===== config.mk =====
export PLATFORM = sky130hd
export DESIGN_NAME = gbf_fill_scheduler
export DESIGN_NICKNAME = d
export VERILOG_FILES = /design/src/rtl/gbf_fill_scheduler.sv
export SDC_FILE = /design/constraint.sdc
export NUM_CORES = 2
export LEC_CHECK = 0
export ABC_AREA = 1
export CAP_MARGIN = 20
export CORE_AREA = 2 2 510 512
export CTS_CLUSTER_SIZE = 8
export DETAILED_ROUTE_END_ITERATION = 8
export DIE_AREA = 0 0 512 514
export GPL_TIMING_DRIVEN = 0
export HOLD_SLACK_MARGIN = 0.05
export MAX_ROUTING_LAYER = met4
export SLEW_MARGIN = 25
export SYNTH_ARGS = -nofsm -noshare
export SYNTH_HDL_FRONTEND = slang
export SYNTH_SLANG_ARGS = --single-unit

===== constraint.sdc =====
create_clock -name clk -period 2.2 [get_ports clk]
set_clock_uncertainty 0.05 [all_clocks]
set_input_delay 0.33 -clock clk [delete_from_list [all_inputs] [get_ports clk]]
set_output_delay 0.33 -clock clk [all_outputs]
set_load 0.05 [all_outputs]

===== src/rtl/gbf_fill_scheduler.sv =====
// Fill controller for the four double-buffered actv/wgt global buffers: arbitrates need_data requests and
// streams FILL_LEN host words into the selected port-a. Define WGT_PRIORITY_FILL_EN for fixed wgt-first priority.
//
// state | meaning
// IDLE  | waiting for a pending buffer request
// FILL  | host_ready high, one port-a write per accepted host word
// DONE  | last word written, ready flag of host_sel visible, busy drops
module gbf_fill_scheduler #(
  parameter int GBF_DATA_BITWIDTH = 256,
  parameter int GBF_ADDR_BITWIDTH = 5,
  parameter int FILL_LEN          = 32
) (
  input  logic                         clk,
  input  logic                         reset_n,
  input  logic                         actv_gbf1_need_data,
  input  logic                         actv_gbf2_need_data,
  input  logic                         wgt_gbf1_need_data,
  input  logic                         wgt_gbf2_need_data,
  input  logic                         host_valid,
  input  logic [GBF_DATA_BITWIDTH-1:0] host_data,
  output logic                         host_ready,
  output logic [1:0]                   host_sel,
  output logic                         host_busy,
  input  logic                         host_done,
  output logic                         actv_en1a,
  output logic                         actv_en2a,
  output logic                         actv_we1a,
  output logic                         actv_we2a,
  output logic                         wgt_en1a,
  output logic                         wgt_en2a,
  output logic                         wgt_we1a,
  output logic                         wgt_we2a,
  output logic [GBF_ADDR_BITWIDTH-1:0] actv_addr1a,
  output logic [GBF_ADDR_BITWIDTH-1:0] actv_addr2a,
  output logic [GBF_ADDR_BITWIDTH-1:0] wgt_addr1a,
  output logic [GBF_ADDR_BITWIDTH-1:0] wgt_addr2a,
  output logic [GBF_DATA_BITWIDTH-1:0] actv_w_data1a,
  output logic [GBF_DATA_BITWIDTH-1:0] actv_w_data2a,
  output logic [GBF_DATA_BITWIDTH-1:0] wgt_w_data1a,
  output logic [GBF_DATA_BITWIDTH-1:0] wgt_w_data2a,
  output logic                         gbf_actv_buf1_ready,
  output logic                         gbf_actv_buf2_ready,
  output logic                         gbf_wgt_buf1_ready,
  output logic                         gbf_wgt_buf2_ready,
  output logic                         gbf_actv_data_avail,
  output logic                         gbf_wgt_data_avail,
  output logic                         finish
);

  localparam int DW = GBF_DATA_BITWIDTH;
  localparam int AW = GBF_ADDR_BITWIDTH;
  localparam logic [AW-1:0] LAST_ADDR = AW'(FILL_LEN - 1);

  typedef enum logic [1:0] {IDLE, FILL, DONE} state_t;

  state_t          state, state_next;
  logic [3:0]      need, need_q, ready, pending, set_vec, wr_en;
  logic [1:0]      winner;
  logic            any_pending, hs, last_hs, grant;
  logic [AW-1:0]   addr_cnt;
  logic [AW-1:0]   wr_addr [4];
  logic [DW-1:0]   wr_data [4];

  // buffer index order: 0 actv1, 1 actv2, 2 wgt1, 3 wgt2
  assign need        = {wgt_gbf2_need_data, wgt_gbf1_need_data, actv_gbf2_need_data, actv_gbf1_need_data};
  assign host_ready  = (state == FILL);
  assign hs          = host_valid & host_ready;
  assign last_hs     = hs && (addr_cnt == LAST_ADDR);
  assign pending     = need & ~ready & ~(host_busy ? (4'b0001 << host_sel) : 4'b0000);
  assign any_pending = |pending;
  assign grant       = (state == IDLE) && any_pending;
  assign set_vec     = last_hs ? (4'b0001 << host_sel) : 4'b0000;

`ifdef WGT_PRIORITY_FILL_EN
  always_comb begin
    winner = 2'd1;
    if (pending[2])      winner = 2'd2;
    else if (pending[3]) winner = 2'd3;
    else if (pending[0]) winner = 2'd0;
  end
`else
  logic [1:0] rr_ptr;
  logic [1:0] idx;

  // walk offsets from the far end so the closest pending buffer to rr_ptr wins
  always_comb begin
    winner = rr_ptr;
    idx    = rr_ptr;
    for (int k = 3; k >= 0; k--) begin
      idx = rr_ptr + 2'(k);
      if (pending[idx]) winner = idx;
    end
  end

  always_ff @(posedge clk or negedge reset_n) begin
    if (!reset_n)   rr_ptr <= 2'd0;
    else if (grant) rr_ptr <= winner + 2'd1;
  end
`endif

  always_ff @(posedge clk or negedge reset_n) begin
    if (!reset_n) state <= IDLE;
    else          state <= state_next;
  end

  always_comb begin
    state_next = state;
    case (state)
      IDLE:    if (any_pending) state_next = FILL;
      FILL:    if (last_hs) state_next = DONE;
      DONE:    state_next = IDLE;
      default: state_next = IDLE;
    endcase
  end

  always_ff @(posedge clk or negedge reset_n) begin
    if (!reset_n) begin
      host_sel  <= 2'd0;
      host_busy <= 1'b0;
      addr_cnt  <= '0;
      wr_en     <= 4'b0000;
      for (int i = 0; i < 4; i++) begin
        wr_addr[i] <= '0;
        wr_data[i] <= '0;
      end
    end else begin
      wr_en <= 4'b0000;
      if (grant) begin
        host_sel  <= winner;
        addr_cnt  <= '0;
        host_busy <= 1'b1;
      end
      if (hs) begin
        wr_en[host_sel]   <= 1'b1;
        wr_addr[host_sel] <= addr_cnt;
        wr_data[host_sel] <= host_data;
        addr_cnt          <= addr_cnt + AW'(1);
      end
      if (state == DONE) host_busy <= 1'b0;
    end
  end

  // a DONE set coinciding with a need_data rising edge leaves the flag set
  always_ff @(posedge clk or negedge reset_n) begin
    if (!reset_n) begin
      need_q <= 4'b0000;
      ready  <= 4'b0000;
      finish <= 1'b0;
    end else begin
      need_q <= need;
      ready  <= (ready & ~(need & ~need_q)) | set_vec;
      finish <= host_done && (state == IDLE) && !any_pending;
    end
  end

  assign actv_en1a = wr_en[0];
  assign actv_we1a = wr_en[0];
  assign actv_en2a = wr_en[1];
  assign actv_we2a = wr_en[1];
  assign wgt_en1a  = wr_en[2];
  assign wgt_we1a  = wr_en[2];
  assign wgt_en2a  = wr_en[3];
  assign wgt_we2a  = wr_en[3];

  assign actv_addr1a   = wr_addr[0];
  assign actv_addr2a   = wr_addr[1];
  assign wgt_addr1a    = wr_addr[2];
  assign wgt_addr2a    = wr_addr[3];
  assign actv_w_data1a = wr_data[0];
  assign actv_w_data2a = wr_data[1];
  assign wgt_w_data1a  = wr_data[2];
  assign wgt_w_data2a  = wr_data[3];

  assign gbf_actv_buf1_ready = ready[0];
  assign gbf_actv_buf2_ready = ready[1];
  assign gbf_wgt_buf1_ready  = ready[2];
  assign gbf_wgt_buf2_ready  = ready[3];
  assign gbf_actv_data_avail = ready[0] | ready[1];
  assign gbf_wgt_data_avail  = ready[2] | ready[3];

endmodule

==> results.py <==
metrics = {
    "clock_tree": {
        "cts_tree": "done",
        "clk_latency_ns": 0.78,
        "clkTransAtPathRegs_ns": 0.05,
        "cts_made_buffers": 156,
        "cts-root-buf": "clkbuf_16",
        "clkSinkCount": 1069,
        "cts.path.max_buffers": 3,
        "h-tree-depth": 4,
    },
    "synthesis": {
        "synth_edf_count": 0,
        "synthCells": 3121,
        "synth_nets": 3387,
        "syn_area_per_cell_um2": 12.8,
        "synth_most_common_cell": "dfrtp_1",
        "synth_top_area_cell": "dfrtp_1",
        "synthTopCellsByArea": "dfrtp_1 67%, mux2_1 8.7%, mux2_2 8.1%",
        "syn-cell-area_mm2": 0.0399,
        "synth_seq_cells": 1069,
        "synth-warning-count": 0,
        "synth.distinct_cells": 29,
        "netlist.area_leader.share_pct": 67.1,
        "yosys_most_used_dff": "dfrtp_1",
        "synthTopCellsByCount": "1069 x dfrtp_1, 705 x nand2_1, 307 x mux2_1",
        "async_reset_ff_share_pct": 100,
        "yosysSeqAreaShare_pct": 67.1,
    },
    "sta": {
        "worstMarginPinSlew_ns": 0.801,
        "max_freq_ghz": 0.467,
        "fin_tns_setup_ns": 0,
        "min_period_ns": 2.14,
        "setup_viol": 0,
        "hold_viol": 218,
        "slew-limit-headroom_pct": 46.4,
        "maxSlewViolCount": 0,
        "hold_ws_ns": -0.468,
        "rsz0062_at_grt": "true",
        "min_period_over_period_pct": 97.4,
        "timing.final.ws_setup_ns": 0.0572,
    },
    "critical_path": {
        "cpMaxStageDelayCell": "dfrtp_1",
        "setup.worst_path.end_class": "register",
        "cp_num_buf_inv": 3,
        "crit_fanout": 10,
        "max_stage_delay_ns": 0.41,
        "worst-path-stages": 7,
        "start_kind": "register",
        "worst_path_most_repeated_cell": "buf_4",
        "critPathRequiredTime_ns": 2.78,
        "path_class": "register to register",
        "arrival_ns": 2.72,
        "crit_chain": "nor2_4 -> nand2_8 -> nor2_8 -> buf_4 -> buf_4 -> buf_4 -> mux2_2",
        "crit_family": "buffers and inverters",
        "reg2regPathDepth": 7,
    },
    "layout": {
        "drive_gt1_share_pct": 17.2,
        "final_nets": 4918,
        "synthToLayoutAreaGrowth_pct": 55.3,
        "multiInputGateArea_mm2": 0.0117,
        "fillers": 27500,
        "regArea_mm2": 0.0268,
        "instances_no_fill": 8119,
    },
    "global_routing": {
        "antenna_found_initial": 80,
        "grt_pass1_wl_um": 290000,
        "grt_pass1_vias": 32800,
        "grt_max_degree": 137,
        "grt.total_usage_pct": 16.6,
        "overflow": 0,
    },
    "place": {
        "place_ws_ns": -1.05,
        "dp_hpwl_um": 173000,
        "dp.cells": 7859,
        "port_buffers": 1326,
        "gp_congestion": 0.918,
    },
    "route": {
        "wl_um": 220000,
        "drt_iter0_drc": 2165,
        "drc": 0,
        "ant_nets": 0,
        "firstDrtPassIters": 5,
        "routed_via_density": 3.89,
        "vias": 31600,
        "detail_route.wl_per_cell_um": 27.1,
    },
    "min_path": {
        "worstHoldPathType": "primary input to asynchronous set/reset pin",
    },
    "outcome": {
        "violations": "negative hold slack",
        "status": "finished, violations left",
    },
    "floorplanning": {
        "die-area_mm2": 0.263,
        "core_mm2": 0.258,
        "placementRows": 187,
        "pin_count": 1327,
        "initial_core_util_pct": 15.4,
        "die_h_um": 514,
        "die_width_um": 512,
    },
    "run": {
        "max-cap-violations": 0,
    },
}
==> stage by stage <==
stage / utilization [%] / cell area [um2] / hold WS (ns)
6_report: 24.0 / 61900 / -0.468
5_1_grt: 24.0 / 61800 / -0.528
4_1_cts: 23.9 / 61600 / -0.768
3_5_place_dp: 22.3 / 57600 / 0.134
3_3_place_gp: 22.2 / 57400 / 0.405
2_1_floorplan: - / 39900 / -0.0156
==> registers in the layout, indices dropped and copies added (netlist names) <==
name and count:
actv_addr2a 5, wgt_addr1a 5, host_busy 1, rr_ptr 2, ready 4, actv_w_data1a 256, addr_cnt 5, host_sel 2
wr_en 4, wgt_w_data1a 256, wgt_w_data2a 256, wgt_addr2a 5, state 2, actv_w_data2a 256, finish 1, need_q 4
actv_addr1a 5
==> path summary, 6_finish.rpt <==
path	from	to	slack (ns)
setup / recovery	state[1]	wgt_w_data2a[45]	0.06
hold / removal	reset_n	actv_w_data2a[0]	-0.47
hold reg to reg	actv_w_data1a[186]	actv_w_data1a[186]	0.41
setup reg to reg	state[1]	wgt_w_data2a[45]	0.06
min in group clk	host_data[52]	actv_w_data1a[52]	0.14
max in group asynchronous	reset_n	wgt_w_data1a[123]	0.20
==> layer usage <==
metal	up-vias	part of all wire (%)	routed length (um)	global-route usage, %
li1	13400	-	-	-
met1	16200	41	89400	19.9
met2	1716	46	101000	25.9
met3	295	10	22200	5.70
met5	-	0	0	-
met4	0	3.3	7330	5.82
==> placed cells by master, fill, tap and decap left out, types with 4 or more instances in the layout <==
cell type / instances
nand2_1: 704
mux2_2: 287
clkinv_16: 4
clkbuf_2: 10
clkdlybuf4s18_2: 5
clkbuf_1: 7
dfrtp_1: 1066
clkbuf_8: 4
clkbuf_4: 10
dlygate4sd3_1: 21
buf_6: 32
clkinv_8: 5
clkdlybuf4s15_2: 101
clkbuf_16: 161
mux2_1: 307
clkdlybuf4s15_1: 63
buf_8: 7
inv_1: 81
buf_4: 53
buf_16: 13
buf_12: 15
nand3_1: 17
clkinv_2: 5
a21oi_1: 190
o21ai_0: 74
buf_2: 69
dlygate4sd2_1: 882
nor2_1: 199
clkdlybuf4s50_1: 252
diode_2: 37
==> final cells by class <==
class,count,area share [%]
well taps,3402,6.88
repair buffers,1374,21.0
clock buffers,165,6.53
clock inverters,21,0.566
plain buffers,167,2.25
flip-flops and latches,1069,43.2
inverters,83,0.503
diodes,37,0.150
multi-input cells,1801,18.9
==> worst reg2reg max path, stage by stage, from the launching register on <==
cell and delay, ns:
dfrtp_1 0.41, nor2_4 0.21, nand2_8 0.15, nor2_8 0.16, buf_4 0.17, buf_4 0.22, buf_4 0.27, mux2_2 0.36
==> cell families (layout without fill, tap and decap cells) <==
family	after synthesis	count (layout)	synth area share, %
xor gates and xnor gates	3	3	0.0659
buffers and inverters	251	1810	3.54
other	0	37	0
adders and majority gates	2	2	0.0628
AOI/OAI and AO/OA	271	271	3.43
muxes	594	594	16.8
and+or+nand+nor	931	931	9.01
DFF	1069	1069	67.1
==> what timing repair did <==
item                                    4_1_cts  5_1_grt
cloned                                        1        2
pin swaps                                     4        0
gates resized for setup                    1412       63
endpoints found under the setup margin     1948      493
buffers inserted                             12        0
endpoints found under the hold margin       397      376
hold buffers                                 21        2
Power is left out: the tool's default activity adds up to more than one toggle a clock period on the data nets, which glitch-free logic cannot reach.
